File: config.mk
export PLATFORM = sky130hd
export DESIGN_NAME = time_date_counter_flat
export DESIGN_NICKNAME = d
export VERILOG_FILES = /design/src/rtl/time_date_counter_pkg.sv /design/src/rtl/time_date_counter_if.sv /design/src/rtl/time_date_counter_month_days.sv /design/src/rtl/time_date_counter.sv /design/src/flat_wrapper.sv
export SDC_FILE = /design/constraint.sdc
export NUM_CORES = 1
export LEC_CHECK = 0
export ABC_AREA = 1
export ABC_CLOCK_PERIOD_IN_PS = 8440
export CAP_MARGIN = 20
export CORE_MARGIN = 10
export CORE_UTILIZATION = 42
export CTS_BUF_LIST = sky130_fd_sc_hd__clkbuf_2
export DETAILED_ROUTE_END_ITERATION = 10
export PLACE_DENSITY = 0.71
export SETUP_SLACK_MARGIN = 0.02
export SLEW_MARGIN = 20
export SYNTH_ARGS = -nofsm -noshare
export SYNTH_HDL_FRONTEND = slang
export SYNTH_SLANG_ARGS = --single-unit
File: constraint.sdc
create_clock -name clk -period 8.44 [get_ports clk]
set_input_delay 2.11 -clock clk [delete_from_list [all_inputs] [get_ports clk]]
set_output_delay 2.11 -clock clk [all_outputs]
set_load 0.01 [all_outputs]
File: src/rtl/time_date_counter_pkg.sv
`default_nettype none
// ============================================================================
// Module      : time_date_counter_pkg
// Description : Shared constants, types and helpers for the calendar
//               time/date register bank: field widths, field ranges, reset
//               defaults and the days-per-month table.
// Ports       : (package, none)
// Revision    : 1.0 - initial release
// ============================================================================
package time_date_counter_pkg;

  // Field widths
  localparam int SEC_W    = 6;
  localparam int MINUTE_W = 6;
  localparam int HOUR_W   = 5;
  localparam int DAY_W    = 5;
  localparam int MONTH_W  = 4;
  localparam int YEAR_W   = 7;

  // Field ranges
  localparam logic [SEC_W-1:0]    SEC_MIN    = 6'd0;
  localparam logic [SEC_W-1:0]    SEC_MAX    = 6'd59;
  localparam logic [MINUTE_W-1:0] MINUTE_MIN = 6'd0;
  localparam logic [MINUTE_W-1:0] MINUTE_MAX = 6'd59;
  localparam logic [HOUR_W-1:0]   HOUR_MIN   = 5'd0;
  localparam logic [HOUR_W-1:0]   HOUR_MAX   = 5'd23;
  localparam logic [DAY_W-1:0]    DAY_MIN    = 5'd1;
  localparam logic [MONTH_W-1:0]  MONTH_MIN  = 4'd1;
  localparam logic [MONTH_W-1:0]  MONTH_MAX  = 4'd12;
  localparam logic [YEAR_W-1:0]   YEAR_MIN   = 7'd0;
  localparam logic [YEAR_W-1:0]   YEAR_MAX   = 7'd99;

  // Reset defaults
  localparam int unsigned DEFAULT_INIT_YEAR = 0;

  // Days per month for a non-leap year, indexed by month number.
  // Index 0 and 13..15 are not months; they report 31.
  localparam logic [DAY_W-1:0] DIM_TABLE [16] = '{
    5'd31,                                    // 0  (invalid)
    5'd31, 5'd28, 5'd31, 5'd30, 5'd31, 5'd30, // Jan..Jun
    5'd31, 5'd31, 5'd30, 5'd31, 5'd30, 5'd31, // Jul..Dec
    5'd31, 5'd31, 5'd31                       // 13..15 (invalid)
  };

  // Complete calendar state
  typedef struct packed {
    logic [YEAR_W-1:0]   year;
    logic [MONTH_W-1:0]  month;
    logic [DAY_W-1:0]    day;
    logic [HOUR_W-1:0]   hour;
    logic [MINUTE_W-1:0] minute;
    logic [SEC_W-1:0]    sec;
  } calendar_t;

  // Single-step adjust of one field with wrap inside [lo, hi].
  // Conflicting up/down leaves the value alone; a strobed field that is
  // out of range is forced to its minimum.
  function automatic logic [6:0] step_field(input logic [6:0] val,
                                            input logic [6:0] lo,
                                            input logic [6:0] hi,
                                            input logic       up,
                                            input logic       dn);
    logic [6:0] res;
    res = val;
    if (up ^ dn) begin
      if ((val < lo) || (val > hi)) begin
        res = lo;
      end else if (up) begin
        res = (val == hi) ? lo : val + 7'd1;
      end else begin
        res = (val == lo) ? hi : val - 7'd1;
      end
    end
    return res;
  endfunction

endpackage
`default_nettype wire

File: src/rtl/time_date_counter_if.sv
`default_nettype none
// ============================================================================
// Module      : time_date_counter_if
// Description : Control strobes from the setting-mode unit and the calendar
//               field outputs of the time/date register bank.
// Ports       : run, tick_1hz, up_*/down_* (s, m, h, d, mo, y), mo_set  -> bank
//               sec, min, hour, day, month, year, century_wrap        <- bank
//               modport master : controller / consumer side
//               modport slave  : register bank side
// Revision    : 1.0 - initial release
// ============================================================================
interface time_date_counter_if;
  import time_date_counter_pkg::*;

  logic                run;
  logic                tick_1hz;
  logic                up_s,  down_s;
  logic                up_m,  down_m;
  logic                up_h,  down_h;
  logic                up_d,  down_d;
  logic                up_mo, down_mo;
  logic                up_y,  down_y;
  logic                mo_set;

  logic [SEC_W-1:0]    sec;
  logic [MINUTE_W-1:0] min;
  logic [HOUR_W-1:0]   hour;
  logic [DAY_W-1:0]    day;
  logic [MONTH_W-1:0]  month;
  logic [YEAR_W-1:0]   year;
  logic                century_wrap;

  modport master (
    output run, tick_1hz,
    output up_s, down_s, up_m, down_m, up_h, down_h,
    output up_d, down_d, up_mo, down_mo, up_y, down_y,
    output mo_set,
    input  sec, min, hour, day, month, year, century_wrap
  );

  modport slave (
    input  run, tick_1hz,
    input  up_s, down_s, up_m, down_m, up_h, down_h,
    input  up_d, down_d, up_mo, down_mo, up_y, down_y,
    input  mo_set,
    output sec, min, hour, day, month, year, century_wrap
  );

endinterface
`default_nettype wire

File: src/rtl/time_date_counter_month_days.sv
`default_nettype none
// ============================================================================
// Module      : month_days
// Description : Combinational days-in-month lookup. February has 29 days
//               when leap is set. Non-month codes return 31.
// Ports       : month [3:0] in  - month number 1..12
//               leap        in  - current year is a leap year
//               dim   [4:0] out - number of days in that month
// Revision    : 1.0 - initial release
// ============================================================================
module month_days
  import time_date_counter_pkg::*;
(
  input  logic [MONTH_W-1:0] month,
  input  logic               leap,
  output logic [DAY_W-1:0]   dim
);

  always_comb begin
    dim = DIM_TABLE[month];
    if ((month == 4'd2) && leap) begin
      dim = 5'd29;
    end
  end

endmodule
`default_nettype wire

File: src/rtl/time_date_counter.sv
`default_nettype none
// ============================================================================
// Module      : time_date_counter
// Description : Calendar register bank for years 2000..2099. Counts seconds
//               through years on a 1 Hz tick in run mode; applies single-step
//               field adjustments (no carries) in set mode, re-clamping the
//               day of month whenever month or year changes or on mo_set.
// Ports       : clk          in  - system clock
//               rst_n        in  - asynchronous active-low reset
//               bus          slave modport of time_date_counter_if
//                            (run, tick_1hz, adjust strobes, mo_set in;
//                             sec..year, century_wrap out)
// Parameters  : INIT_YEAR    year field loaded at reset (0..99)
// Revision    : 1.0 - initial release
// ============================================================================
module time_date_counter
  import time_date_counter_pkg::*;
#(
  parameter int unsigned INIT_YEAR = DEFAULT_INIT_YEAR
)(
  input  logic                 clk,
  input  logic                 rst_n,
  time_date_counter_if.slave   bus
);

  localparam logic [YEAR_W-1:0] INIT_YEAR_V = YEAR_W'(INIT_YEAR);

  calendar_t           cal_q, cal_d;
  logic                wrap_q, wrap_d;

  // Tick cascade uses the current month/year.
  logic                leap_cur;
  logic [DAY_W-1:0]    dim_cur;

  // Set path evaluates month/year first, then checks the day against them.
  logic [MONTH_W-1:0]  month_adj;
  logic [YEAR_W-1:0]   year_adj;
  logic                leap_new;
  logic [DAY_W-1:0]    dim_new;
  logic [DAY_W-1:0]    day_base;
  logic                reclamp;

  logic                carry_s, carry_m, carry_h, carry_d, carry_mo;

  assign leap_cur  = (cal_q.year[1:0] == 2'b00);
  assign month_adj = MONTH_W'(step_field(7'(cal_q.month), 7'(MONTH_MIN),
                                         7'(MONTH_MAX), bus.up_mo, bus.down_mo));
  assign year_adj  = step_field(cal_q.year, YEAR_MIN, YEAR_MAX,
                                bus.up_y, bus.down_y);
  assign leap_new  = (year_adj[1:0] == 2'b00);

  month_days u_dim_cur (
    .month (cal_q.month),
    .leap  (leap_cur),
    .dim   (dim_cur)
  );

  month_days u_dim_new (
    .month (month_adj),
    .leap  (leap_new),
    .dim   (dim_new)
  );

  assign reclamp = (month_adj != cal_q.month) || (year_adj != cal_q.year) ||
                   bus.mo_set;

  always_comb begin
    cal_d    = cal_q;
    wrap_d   = 1'b0;
    carry_s  = 1'b0;
    carry_m  = 1'b0;
    carry_h  = 1'b0;
    carry_d  = 1'b0;
    carry_mo = 1'b0;
    day_base = cal_q.day;

    if (bus.run) begin
      if (bus.tick_1hz) begin
        // ">= max" also sends any out-of-range value to the minimum; only an
        // exact max produces a carry.
        carry_s   = (cal_q.sec == SEC_MAX);
        cal_d.sec = (cal_q.sec >= SEC_MAX) ? SEC_MIN : cal_q.sec + 6'd1;
        if (carry_s) begin
          carry_m      = (cal_q.minute == MINUTE_MAX);
          cal_d.minute = (cal_q.minute >= MINUTE_MAX) ? MINUTE_MIN
                                                      : cal_q.minute + 6'd1;
        end
        if (carry_m) begin
          carry_h    = (cal_q.hour == HOUR_MAX);
          cal_d.hour = (cal_q.hour >= HOUR_MAX) ? HOUR_MIN : cal_q.hour + 5'd1;
        end
        if (carry_h) begin
          carry_d   = (cal_q.day == dim_cur);
          cal_d.day = (cal_q.day >= dim_cur) ? DAY_MIN : cal_q.day + 5'd1;
        end
        if (carry_d) begin
          carry_mo    = (cal_q.month == MONTH_MAX);
          cal_d.month = (cal_q.month >= MONTH_MAX) ? MONTH_MIN
                                                   : cal_q.month + 4'd1;
        end
        if (carry_mo) begin
          wrap_d     = (cal_q.year == YEAR_MAX);
          cal_d.year = (cal_q.year >= YEAR_MAX) ? YEAR_MIN
                                                : cal_q.year + 7'd1;
        end
      end
    end else begin
      cal_d.sec    = SEC_W'(step_field(7'(cal_q.sec), 7'(SEC_MIN), 7'(SEC_MAX),
                                       bus.up_s, bus.down_s));
      cal_d.minute = MINUTE_W'(step_field(7'(cal_q.minute), 7'(MINUTE_MIN),
                                          7'(MINUTE_MAX), bus.up_m, bus.down_m));
      cal_d.hour   = HOUR_W'(step_field(7'(cal_q.hour), 7'(HOUR_MIN),
                                        7'(HOUR_MAX), bus.up_h, bus.down_h));
      cal_d.month  = month_adj;
      cal_d.year   = year_adj;

      // Clamp first, so a day adjust in the same cycle steps from the
      // clamped value against the new month length.
      if (reclamp && (cal_q.day > dim_new)) begin
        day_base = dim_new;
      end
      cal_d.day = DAY_W'(step_field(7'(day_base), 7'(DAY_MIN), 7'(dim_new),
                                    bus.up_d, bus.down_d));
    end
  end

  always_ff @(posedge clk or negedge rst_n) begin
    if (!rst_n) begin
      cal_q.sec    <= SEC_MIN;
      cal_q.minute <= MINUTE_MIN;
      cal_q.hour   <= HOUR_MIN;
      cal_q.day    <= DAY_MIN;
      cal_q.month  <= MONTH_MIN;
      cal_q.year   <= INIT_YEAR_V;
      wrap_q       <= 1'b0;
    end else begin
      cal_q        <= cal_d;
      wrap_q       <= wrap_d;
    end
  end

  assign bus.sec          = cal_q.sec;
  assign bus.min          = cal_q.minute;
  assign bus.hour         = cal_q.hour;
  assign bus.day          = cal_q.day;
  assign bus.month        = cal_q.month;
  assign bus.year         = cal_q.year;
  assign bus.century_wrap = wrap_q;

endmodule
`default_nettype wire
File: src/flat_wrapper.sv
// flat-port wrapper written by rule: the top's interface ports become plain ports
module time_date_counter_flat import time_date_counter_pkg::*;
#(
  parameter int unsigned INIT_YEAR = DEFAULT_INIT_YEAR
)
  (clk, rst_n, bus_run, bus_tick_1hz, bus_up_s, bus_down_s, bus_up_m, bus_down_m, bus_up_h, bus_down_h, bus_up_d, bus_down_d, bus_up_mo, bus_down_mo, bus_up_y, bus_down_y, bus_mo_set, bus_sec, bus_min, bus_hour, bus_day, bus_month, bus_year, bus_century_wrap);
  time_date_counter_if bus_i ();
  input  logic clk;
  input  logic rst_n;
  input wire logic [$bits(bus_i.run)-1:0] bus_run;
  input wire logic [$bits(bus_i.tick_1hz)-1:0] bus_tick_1hz;
  input wire logic [$bits(bus_i.up_s)-1:0] bus_up_s;
  input wire logic [$bits(bus_i.down_s)-1:0] bus_down_s;
  input wire logic [$bits(bus_i.up_m)-1:0] bus_up_m;
  input wire logic [$bits(bus_i.down_m)-1:0] bus_down_m;
  input wire logic [$bits(bus_i.up_h)-1:0] bus_up_h;
  input wire logic [$bits(bus_i.down_h)-1:0] bus_down_h;
  input wire logic [$bits(bus_i.up_d)-1:0] bus_up_d;
  input wire logic [$bits(bus_i.down_d)-1:0] bus_down_d;
  input wire logic [$bits(bus_i.up_mo)-1:0] bus_up_mo;
  input wire logic [$bits(bus_i.down_mo)-1:0] bus_down_mo;
  input wire logic [$bits(bus_i.up_y)-1:0] bus_up_y;
  input wire logic [$bits(bus_i.down_y)-1:0] bus_down_y;
  input wire logic [$bits(bus_i.mo_set)-1:0] bus_mo_set;
  output wire logic [$bits(bus_i.sec)-1:0] bus_sec;
  output wire logic [$bits(bus_i.min)-1:0] bus_min;
  output wire logic [$bits(bus_i.hour)-1:0] bus_hour;
  output wire logic [$bits(bus_i.day)-1:0] bus_day;
  output wire logic [$bits(bus_i.month)-1:0] bus_month;
  output wire logic [$bits(bus_i.year)-1:0] bus_year;
  output wire logic [$bits(bus_i.century_wrap)-1:0] bus_century_wrap;
  assign bus_i.run = bus_run;
  assign bus_i.tick_1hz = bus_tick_1hz;
  assign bus_i.up_s = bus_up_s;
  assign bus_i.down_s = bus_down_s;
  assign bus_i.up_m = bus_up_m;
  assign bus_i.down_m = bus_down_m;
  assign bus_i.up_h = bus_up_h;
  assign bus_i.down_h = bus_down_h;
  assign bus_i.up_d = bus_up_d;
  assign bus_i.down_d = bus_down_d;
  assign bus_i.up_mo = bus_up_mo;
  assign bus_i.down_mo = bus_down_mo;
  assign bus_i.up_y = bus_up_y;
  assign bus_i.down_y = bus_down_y;
  assign bus_i.mo_set = bus_mo_set;
  assign bus_sec = bus_i.sec;
  assign bus_min = bus_i.min;
  assign bus_hour = bus_i.hour;
  assign bus_day = bus_i.day;
  assign bus_month = bus_i.month;
  assign bus_year = bus_i.year;
  assign bus_century_wrap = bus_i.century_wrap;
  time_date_counter #(.INIT_YEAR(INIT_YEAR)) u_core (.clk(clk), .rst_n(rst_n), .bus(bus_i));
endmodule
==> out/results.txt <==
The flow ran to the end, and the final reports show no timing, DRC or antenna violations. The relative max-transition margin is 0.511, and the number of buffers inserted by port buffering is 50. Timing would allow up to 170 MHz.

The leading area contributor after synthesis is sky130_fd_sc_hd__dfrtp_1. The count of final hold-check violations is 0. The number of antenna violations at the first check in global routing was 0; the residual overflow from global routing was 0. For the detailed-routing iteration count for the pre-antenna-repair pass, the log shows 5.

The class of the tightest hold or removal check was reg2reg. The logs give 0.160 for the overall track demand over capacity in global routing and 4040 for the via total after detailed routing. Subtracting the final worst setup slack from the clock period gives 5.88 ns. The routing usage on met1 is 0.205.

The fraction of registers with async set/reset came out at 1.00. For the number of routed nets with antenna violations, the log shows 0. The tools report the post-cts resize count as 0. Floorplan core area: 8720 µm².

The top flip-flop cell by instance count after synthesis was sky130_fd_sc_hd__dfrtp_1. The die outline area is 13100 µm². The tools report the row count as 34. Synthesis produced 591 cells. The global-route track usage on met3 was 0.0304; the via-per-instance ratio was 5.42. The final period utilization is 0.697, and the first-pass GRT wire length is 18000 µm. The chip width is 115 µm, and the final setup skew is 0.0108 ns. Relative to the synthesized area, the layout overhead comes to 16.5%.

Clock latency on the worst-skew pair, taken at its later pin, is 0.38 ns. The tools report the iteration-0 DRC count of the detailed router as 263. The total inserted antenna cells was 0. Entering global routing, the biggest net connects 35 pins. For the number of DRC violations after detailed routing, the log shows 0. The total wirelength of the detailed-routed design is 10500 µm, and the number of flops mapped to enable cells by yosys is 0. Type of destination of the critical path: a flop. Across the VDD grid, the largest voltage drop is 0.000124 V. TritonCTS built the clock tree. The via count of the first global-routing pass was 3841; the warning count from the yosys run was 0. Max-cap violations in this run came to 0.

The leading cell type in the layout, fill and taps excluded was sky130_fd_sc_hd__nand2_1. The number of clock buffers inserted by TritonCTS was 5. The die outline height came out at 115 µm. The total negative setup slack was 0 ns; the worst endpoint data arrival time was 6.17 ns. The number of nets handed over by synthesis was 629. Post-CTS timing repair inserted 0 buffers for setup. The tools report the post-layout net count as 674. CTS placed an instance of sky130_fd_sc_hd__clkbuf_2 at the clock tree root.

Setup violations remaining at the end of the flow were counted as 0. For the hold-fix buffer count after cts, the log shows 0. The initial standard-cell utilization of the core is 0.431, and the clock slew seen by the registers of the worst setup and hold paths is 0.17 ns. After global routing, the most crowded layer is met2. The leakage power total was 2.11 nW. The clock net in this run drives a total of 34 sinks. The worst setup path is launched from an input port. The met2 usage in global routing was 0.267; the buffer depth of the longest clock path was 2. In the final routed layout, each cell accounts on average for 14.1 µm. The cell area that synthesis handed to floorplanning was 3750 µm². At the pin with the least slew margin, the transition time is 0.732 ns. Routability-driven placement finished with a final weighted congestion of 0.944. The H-tree was split into 2 levels. For this design the ratio of total power to cell area is 322 nW/µm². In this run the worst path has a maximum fanout of 10. Summing all multi-input logic gate instances after layout gives 2460 µm².

Summed over all nets, the half-perimeter wirelength after detailed placement is 8200 µm. In the final layout, flip-flops and latches occupy 853 µm². The synthesis-stage register bit count came out at 34. The run gives 0 as the count of final max-slew check failures. Proportion of netlist area held by the largest area contributor: 0.213. Setup repair after global routing left no endpoint under its margin. The number of distinct library cells after synthesis was 47; the average footprint of a synthesized cell was 6.35 µm². After filler insertion, the fill cell instance count of the layout stands at 881. Sorting the synthesized cells by area gives the leading types as sky130_fd_sc_hd__dfrtp_1 (21%), sky130_fd_sc_hd__nand2_1 (12%), sky130_fd_sc_hd__inv_1 (9.4%), sky130_fd_sc_hd__ha_1 (7.0%), sky130_fd_sc_hd__nor2_1 (6.5%). Data on the critical path is required at its endpoint by 8.73 ns. The critical path is of the in2reg type.

For this design the top-level I/O count stands at 51. Once placement finished, the instance area stood at 4340 µm². The share of post-route cells with drive strength above 1 works out to 0.0612. In the layout the commonest cells are sky130_fd_sc_hd__nand2_1 (123), sky130_fd_sc_hd__inv_1 (94), sky130_fd_sc_hd__nor2_1 (65), sky130_fd_sc_hd__clkdlybuf4s50_1 (50), sky130_fd_sc_hd__nand3_1 (46). The finished cells cover 4370 µm². The run gives 0.227 as the portion of the post-synthesis area used by sequential elements.
## critical path, stage by stage
cell                              delay, ns
sky130_fd_sc_hd__clkdlybuf4s50_1       0.59
sky130_fd_sc_hd__xnor2_1               0.42
sky130_fd_sc_hd__inv_1                 0.21
sky130_fd_sc_hd__nand2_1               0.21
sky130_fd_sc_hd__nor2_1                0.07
sky130_fd_sc_hd__nor2_1                0.13
sky130_fd_sc_hd__nand2_1               0.09
sky130_fd_sc_hd__nor2_1                0.11
sky130_fd_sc_hd__nor2_1                0.06
sky130_fd_sc_hd__inv_1                 0.10
sky130_fd_sc_hd__ha_1                  0.24
sky130_fd_sc_hd__a211oi_1              0.35
sky130_fd_sc_hd__nand3_1               0.15
sky130_fd_sc_hd__nand2_2               0.18
sky130_fd_sc_hd__inv_1                 0.06
sky130_fd_sc_hd__ha_1                  0.30
sky130_fd_sc_hd__nand3_1               0.18
sky130_fd_sc_hd__o211ai_1              0.11
sky130_fd_sc_hd__nand2_1               0.07
sky130_fd_sc_hd__inv_1                 0.04
sky130_fd_sc_hd__nand2_1               0.11
sky130_fd_sc_hd__inv_2                 0.05
sky130_fd_sc_hd__nand3_1               0.07
sky130_fd_sc_hd__nand2_1               0.05
sky130_fd_sc_hd__nand2_1               0.05
sky130_fd_sc_hd__o21ai_1               0.07
## per-stage QoR
stage	power [W]	hold slack, ns	std cells	setup slack [ns]	utilization
after floorplan	0.00101	0.517	591	3.32	-
after global placement	0.00131	0.523	737	2.34	0.497
after detailed placement	0.00133	0.525	737	2.17	0.497
after CTS	0.00141	0.550	745	2.60	0.502
after global routing	0.00157	0.598	745	2.11	0.502
final	0.00141	0.552	745	2.56	0.502
## power by group
group / internal, W / switching [W] / total, W
Sequential: 0.000233 / 0.000143 / 0.000376
Combinational: 0.000404 / 0.000553 / 0.000957
Clock: 0.0000204 / 0.0000574 / 0.0000778
Total: 0.000657 / 0.000753 / 0.00141
## cells in the mapped netlist (3+ instances only)
cell and number:
sky130_fd_sc_hd__nand2_1 123, sky130_fd_sc_hd__inv_1 94, sky130_fd_sc_hd__nor2_1 65, sky130_fd_sc_hd__nand3_1 46
sky130_fd_sc_hd__o21ai_0 42, sky130_fd_sc_hd__dfrtp_1 32, sky130_fd_sc_hd__ha_1 21, sky130_fd_sc_hd__a21oi_1 18
sky130_fd_sc_hd__xor2_1 17, sky130_fd_sc_hd__nor3_1 14, sky130_fd_sc_hd__o221ai_1 12, sky130_fd_sc_hd__nand4_1 11
sky130_fd_sc_hd__o211ai_1 9, sky130_fd_sc_hd__o21ai_1 9, sky130_fd_sc_hd__inv_2 7, sky130_fd_sc_hd__clkbuf_1 6
sky130_fd_sc_hd__nand2_2 6, sky130_fd_sc_hd__a31oi_1 5, sky130_fd_sc_hd__buf_2 5, sky130_fd_sc_hd__xnor2_1 5
sky130_fd_sc_hd__o31ai_1 4, sky130_fd_sc_hd__a211oi_1 3, sky130_fd_sc_hd__a22oi_1 3, sky130_fd_sc_hd__nor2_2 3
sky130_fd_sc_hd__o21ai_2 3
## state kept, by name (all words and copies together), names as in the netlist
name,cells
u_core.bus.year,7
u_core.bus.min,6
u_core.bus.sec,6
u_core.bus.day,5
u_core.bus.hour,5
u_core.bus.month,4
u_core.bus.century_wrap,1
## routing by layer
layer	wire, µm	vias to the layer above
met1	4770	1881
met3	605	11
met2	5020	92
li1	-	2056
met5	0	-
met4	128	0
## cells by family after synthesis
kind of cell	after synthesis	synth area share
compound gates	119	0.199
xor+xnor	23	0.0556
fa+ha+maj	21	0.0700
buf+inv	115	0.119
flops	34	0.227
simple gates	279	0.329
## worst paths after layout
check / startpoint / slack [ns] / end / depth (start not counted)
worst max-delay path: bus_up_y / 2.56 / u_core.bus.day[2] / 26
worst min-delay path: u_core.bus.day[0] / 0.55 / u_core.bus.day[0] / 2
worst max register to register: u_core.bus.month[1] / 3.94 / u_core.bus.day[2] / 29
worst min register to register: u_core.bus.day[0] / 0.55 / u_core.bus.day[0] / 2
max in group asynchronous: rst_n / 5.95 / u_core.bus.day[0] / 2
min in group asynchronous: rst_n / 2.13 / u_core.bus.sec[0] / 2
## layout make-up
cell class                 instances  share of cell area
timing repair buffer              51               0.116
sequential                        34               0.195
inverter                         102              0.0875
tap                              108              0.0309
clock inverter                     2             0.00200
clock buffer                       6             0.00686
multi-input combinational        442               0.561
(Power assumes the default switching activity.)
==> RTL change 1 (same settings) <==
The package constant `HOUR_W` goes from 5 to 10.
--- a/src/rtl/time_date_counter_pkg.sv
+++ b/src/rtl/time_date_counter_pkg.sv
@@ -12,7 +12,7 @@
   // Field widths
   localparam int SEC_W    = 6;
   localparam int MINUTE_W = 6;
-  localparam int HOUR_W   = 5;
+  localparam int HOUR_W   = 10;
   localparam int DAY_W    = 5;
   localparam int MONTH_W  = 4;
   localparam int YEAR_W   = 7;
Interface: changed (resized bus_hour); port bits go from 51 to 56. No check against the original RTL was run, so the function may have changed too.
==> RTL change 1 against the original RTL <==
First-iteration DRC count up 60%; register-to-register slack worse by 0.16 ns; area after synthesis up 9.4%; power up 6.7%; wire length up 9.6%; non-clock buffer count up 4; design area up 9.4%; sequential cell count up 5; clock power up 18%; worst setup slack better by 0.053 ns; maximum frequency up 0.92%; largest cell class unchanged; highest routed layer unchanged.
==> RTL change 1: results (changes against the original RTL) <==
===========================================================================
Lkg Pwr ......................................................      2.29 nW   was 2.11 nW
Combinational-cell power consumption .........................      1.02 mW   was 0.957 mW
Total nets after synthesis ...................................          679   was 629
Power in the clock group .....................................    0.0917 mW   was 0.0778 mW
Clock latency on the worst-skew pair .........................      0.41 ns   was 0.38 ns
Number of global-route vias before repair ....................         4257   was 3841
Net total in the final layout ................................          724   was 674
IR drop worst, VDD ...........................................       142 uV   was 124 uV
Maximum number of pins on one net before global-route repair .           40   was 35
Register area share after synthesis ..........................        0.238   was 0.227
Met3 routing resource usage after global routing .............       0.0279   was 0.0304
Clock Skew ...................................................    0.0163 ns   was 0.0108 ns
Port Buffers .................................................           55   was 50
Internal power ...............................................     0.699 mW   was 0.657 mW
Max incr delay on CP .........................................      0.51 ns   was 0.59 ns
Overall routing resource usage ...............................        0.159   was 0.160
Worst hold start ............................................. u_core.bus.hour[9]   was u_core.bus.day[0]
Met1 track demand over resource ..............................        0.207   was 0.205
DRC violation total after the first TritonRoute iteration ....          422   was 263
Start of the worst register-to-register path ................. u_core.bus.month[0]   was u_core.bus.month[1]
Clk pin slew, worst setup/hold paths .........................      0.22 ns   was 0.17 ns
Wire length after detailed routing ...........................     11500 um   was 10500 um
Sum of met2 wire segment lengths after detailed routing ......      5450 um   was 5020 um
Tightest Pin Transition ......................................     0.911 ns   was 0.732 ns
Largest fanout on the critical path ..........................            8   was 10
Share of layout cells above drive strength 1 .................       0.0685   was 0.0612
Area of placed instances .....................................    4740 um^2   was 4340 um^2
Post-Synthesis Mean Instance Area ............................    6.42 um^2   was 6.35 um^2
Met2 track utilization from global routing ...................        0.263   was 0.267
First-pass GRT wire length ...................................     19700 um   was 18000 um
DP HPWL ......................................................      8770 um   was 8200 um
Worst reg2reg path endpoint .................................. u_core.bus.day[1]   was u_core.bus.day[2]
Most used standard cells in the synthesized netlist .......... sky130_fd_sc_hd__nand2_1 (131), sky130_fd_sc_hd__inv_1 (99), sky130_fd_sc_hd__nor2_1 (67), sky130_fd_sc_hd__o21ai_0 (51), sky130_fd_sc_hd__nand3_1 (41)   was sky130_fd_sc_hd__nand2_1 (123), sky130_fd_sc_hd__inv_1 (94), sky130_fd_sc_hd__nor2_1 (65), sky130_fd_sc_hd__nand3_1 (46), sky130_fd_sc_hd__o21ai_0 (42)
Routability cong. ............................................        0.926   was 0.944
Filler Cells Inserted ........................................         1030   was 881
Worst reg-to-reg path cell count .............................           26   was 29
Outcome ...................................................... complete, no violations   unchanged
===========================================================================
[RTL change 1: worst reg2reg max path, cell delays in order (launching register included)]
cell and delay (ns):
sky130_fd_sc_hd__dfstp_2 0.73, sky130_fd_sc_hd__inv_2 0.12, sky130_fd_sc_hd__ha_1 0.29, sky130_fd_sc_hd__inv_1 0.09, sky130_fd_sc_hd__nor2_1 0.07, sky130_fd_sc_hd__o21ai_1 0.22, sky130_fd_sc_hd__nand2_2 0.09, sky130_fd_sc_hd__o21ai_1 0.14
sky130_fd_sc_hd__o21ai_1 0.11, sky130_fd_sc_hd__nand2_1 0.06, sky130_fd_sc_hd__nand2_1 0.05, sky130_fd_sc_hd__nor2_1 0.17, sky130_fd_sc_hd__inv_1 0.11, sky130_fd_sc_hd__ha_1 0.30, sky130_fd_sc_hd__a211oi_1 0.42, sky130_fd_sc_hd__nand3_1 0.20
sky130_fd_sc_hd__nand2_4 0.18, sky130_fd_sc_hd__inv_1 0.06, sky130_fd_sc_hd__ha_1 0.29, sky130_fd_sc_hd__nand3_1 0.16, sky130_fd_sc_hd__o211ai_1 0.14, sky130_fd_sc_hd__nand2_1 0.09, sky130_fd_sc_hd__nor2_2 0.16, sky130_fd_sc_hd__inv_2 0.07
sky130_fd_sc_hd__o22ai_1 0.12, sky130_fd_sc_hd__nand2_1 0.07, sky130_fd_sc_hd__o21ai_1 0.10
[RTL change 1: how the worst max path moves through the flow]
| stage | start | endpoint | slack (ns) |
|---|---|---|---|
| floorplan | bus_up_y | u_core.bus.day[0] | 3.25 |
| global placement | bus_up_mo | u_core.bus.day[3] | 2.45 |
| detailed placement | bus_up_y | u_core.bus.day[3] | 2.23 |
| CTS | bus_up_y | u_core.bus.day[3] | 2.68 |
| global route | bus_up_mo | u_core.bus.day[0] | 2.16 |
| finish | bus_up_mo | u_core.bus.day[1] | 2.61 |
[RTL change 1: logic make-up (layout without fill, tap and decap cells)]
group | count (synthesis) | in the layout | share of synthesized area
AND/OR/NAND/NOR | 284 | 284 | 0.309
flip-flops | 39 | 39 | 0.238
buffers and inverters | 127 | 173 | 0.119
adder cells (fa/ha/maj) | 22 | 22 | 0.0670
AO/OA/AOI/OAI | 139 | 139 | 0.203
XOR/XNOR | 29 | 29 | 0.0637
[RTL change 1: per-stage QoR]
step	setup WS, ns	hold WS [ns]
CTS	2.68	0.533
global route	2.16	0.560
floorplan	3.25	0.539
finish	2.61	0.531
global placement	2.45	0.501
detailed placement	2.23	0.509
[RTL change 1: area by class of cell]
type                    instances  area share
well taps                     133      0.0348
flip-flops and latches         39       0.204
clock inverters                 2     0.00261
clock buffers                   6     0.00627
repair buffers                 55       0.114
multi-input cells             474       0.552
inverters                     110      0.0863
==> RTL change 2 (config.mk and constraints unchanged) <==
Made on the original files. Reset style: synchronous (`rst_n`), changed in one clocked block. Comments in the files are not updated.
--- a/src/rtl/time_date_counter.sv
+++ b/src/rtl/time_date_counter.sv
@@ -124,7 +124,7 @@
     end
   end
 
-  always_ff @(posedge clk or negedge rst_n) begin
+  always_ff @(posedge clk) begin
     if (!rst_n) begin
       cal_q.sec    <= SEC_MIN;
       cal_q.minute <= MINUTE_MIN;
Function: differs if rst_n is asserted again (counterexample within 4 cycles, from zero or initial values and one cycle with rst_n low); with rst_n held inactive, the same outputs for 4 cycles.
==> RTL change 2 against the original RTL <==
Wire length fell by 1.0%; design area shrank 1.1%; worst setup slack got worse by 0.061 ns; area after synthesis is 0.17% lower; synthesized cell count rose by 4.9%; sequential cell count unchanged; non-clock buffer count decreased by 1; critical path type unchanged.
Power is not compared: it rests on default switching activity, and its combinational part moved more than twofold at a synthesized area within 25%.
==> RTL change 2: results (changes against the original RTL) <==
================================================================================
Maximum number of pins on one net before global-route repair ......           23   was 35
Share of the synthesized netlist area taken by xor and xnor gates .       0.0698   was 0.0556
Start of the worst register-to-register path ...................... u_core.bus.month[1]   unchanged
Synthesized instance count ........................................          620   was 591
Count of inserted antenna diode cells .............................            0   unchanged
Routability cong. .................................................        0.952   was 0.944
Register-to-Register Setup Slack ..................................      3.78 ns   was 3.94 ns
Overall routing resource usage ....................................        0.162   was 0.160
Buffer levels on the longest clock path ...........................            2   unchanged
Largest fanout on the critical path ...............................            9   was 10
Total nets after synthesis ........................................          660   was 629
Number of buffers added by the clock tree synthesis step ..........            5   unchanged
Worst reg-to-reg path cell count ..................................           28   was 29
Synth cell types ..................................................           45   was 47
Clock Skew ........................................................    0.0290 ns   was 0.0108 ns
Share of layout cells above drive strength 1 ......................       0.0486   was 0.0612
Adder-cell share of the synthesized area ..........................       0.0768   was 0.0700
Max incr delay on CP ..............................................      0.65 ns   was 0.59 ns
Post-layout instance count excluding filler cells .................          767   was 745
Register area share after synthesis ...............................        0.182   was 0.227
Top cells by area in the synthesized netlist ...................... sky130_fd_sc_hd__dfxtp_1 (18%), sky130_fd_sc_hd__nand2_1 (13%), sky130_fd_sc_hd__inv_1 (9.1%), sky130_fd_sc_hd__ha_1 (7.7%), sky130_fd_sc_hd__nand3_1 (6.8%)   was sky130_fd_sc_hd__dfrtp_1 (21%), sky130_fd_sc_hd__nand2_1 (12%), sky130_fd_sc_hd__inv_1 (9.4%), sky130_fd_sc_hd__ha_1 (7.0%), sky130_fd_sc_hd__nor2_1 (6.5%)
Routed WL per cell ................................................      13.6 um   was 14.1 um
Area fraction in compound gates after synthesis ...................        0.214   was 0.199
Arrival time reported for the critical path endpoint ..............      6.19 ns   was 6.17 ns
Outcome ........................................................... complete, no violations   unchanged
Filler Cells Inserted .............................................          883   was 881
First-pass GRT wire length ........................................     18300 um   was 18000 um
Dpl ws ............................................................      2.18 ns   was 2.17 ns
DRC violation total after the first TritonRoute iteration .........          321   was 263
Multiplexer share of the synthesized area .........................            0   unchanged
Port Buffers ......................................................           50   unchanged
Vias after detailed routing .......................................         4117   was 4040
Relative slew margins .............................................        0.466   was 0.511
Period Utilization, post-route ....................................        0.704   was 0.697
Area of placed instances ..........................................    4290 um^2   was 4340 um^2
Worst reg2reg path endpoint ....................................... u_core.bus.day[0]   was u_core.bus.day[2]
Number of global-route vias before repair .........................         3862   was 3841
Placed cell count .................................................          759   was 737
DP HPWL ...........................................................      8130 um   was 8200 um
Post-CTS setup buffers ............................................            0   unchanged
Most used standard cells in the synthesized netlist ............... sky130_fd_sc_hd__nand2_1 (133), sky130_fd_sc_hd__inv_1 (91), sky130_fd_sc_hd__nor2_1 (61), sky130_fd_sc_hd__nand3_1 (51), sky130_fd_sc_hd__o21ai_0 (49)   was sky130_fd_sc_hd__nand2_1 (123), sky130_fd_sc_hd__inv_1 (94), sky130_fd_sc_hd__nor2_1 (65), sky130_fd_sc_hd__nand3_1 (46), sky130_fd_sc_hd__o21ai_0 (42)
================================================================================
-- RTL change 2: worst min-delay path by stage --
stage,start,to,slack (ns),cells past startpoint
after floorplan,u_core.bus.year[5],u_core.bus.year[5],0.54,2
after global placement,u_core.bus.year[5],u_core.bus.year[5],0.54,2
after detailed placement,u_core.bus.year[5],u_core.bus.year[5],0.55,2
after CTS,u_core.bus.year[5],u_core.bus.year[5],0.58,2
after global routing,u_core.bus.year[5],u_core.bus.year[5],0.63,2
final,u_core.bus.year[5],u_core.bus.year[5],0.58,2
-- RTL change 2: tightest hold or removal path, delay by kind of cell, from the launching register on --
kind | cells | cell delay [ns]
and+or+nand+nor | 1 | 0.08
DFF | 1 | 0.40
AOI/OAI and AO/OA | 1 | 0.08
-- RTL change 2: cell families (layout without fill, tap and decap cells) --
family / Yosys count / in the layout
flops: 34 / 34
fa+ha+maj: 23 / 23
simple gates: 285 / 285
buf+inv: 114 / 153
compound gates: 135 / 135
xor+xnor: 29 / 29
-- RTL change 2: metal layers --
layer / global-route usage / vias up / wire, um
met5: 0 / - / 0
met4: 0.0326 / 0 / 60
met3: 0.0388 / 6 / 785
met2: 0.263 / 148 / 4760
met1: 0.212 / 1826 / 4800
li1: - / 2137 / -
-- RTL change 2: where the power goes --
part           switching (mW)  internal (mW)  leakage (nW)
Combinational           0.143          0.101          1.62
Clock                  0.0582         0.0177        0.0255
Sequential             0.0259          0.174         0.280
-- RTL change 2: through the flow --
stage          utilization  power, mW
3_3_place_gp         0.492      0.442
2_1_floorplan            -      0.371
4_1_cts              0.496      0.522
6_report             0.496      0.520
3_5_place_dp         0.492      0.444
5_1_grt              0.496      0.568
-- RTL change 2: area by class of cell --
| class | count | area share |
|---|---|---|
| timing repair buffer | 50 | 0.116 |
| clock buffer | 5 | 0.00579 |
| sequential | 34 | 0.157 |
| tap | 108 | 0.0312 |
| inverter | 95 | 0.0824 |
| multi-input combinational | 472 | 0.605 |
| clock inverter | 3 | 0.00260 |
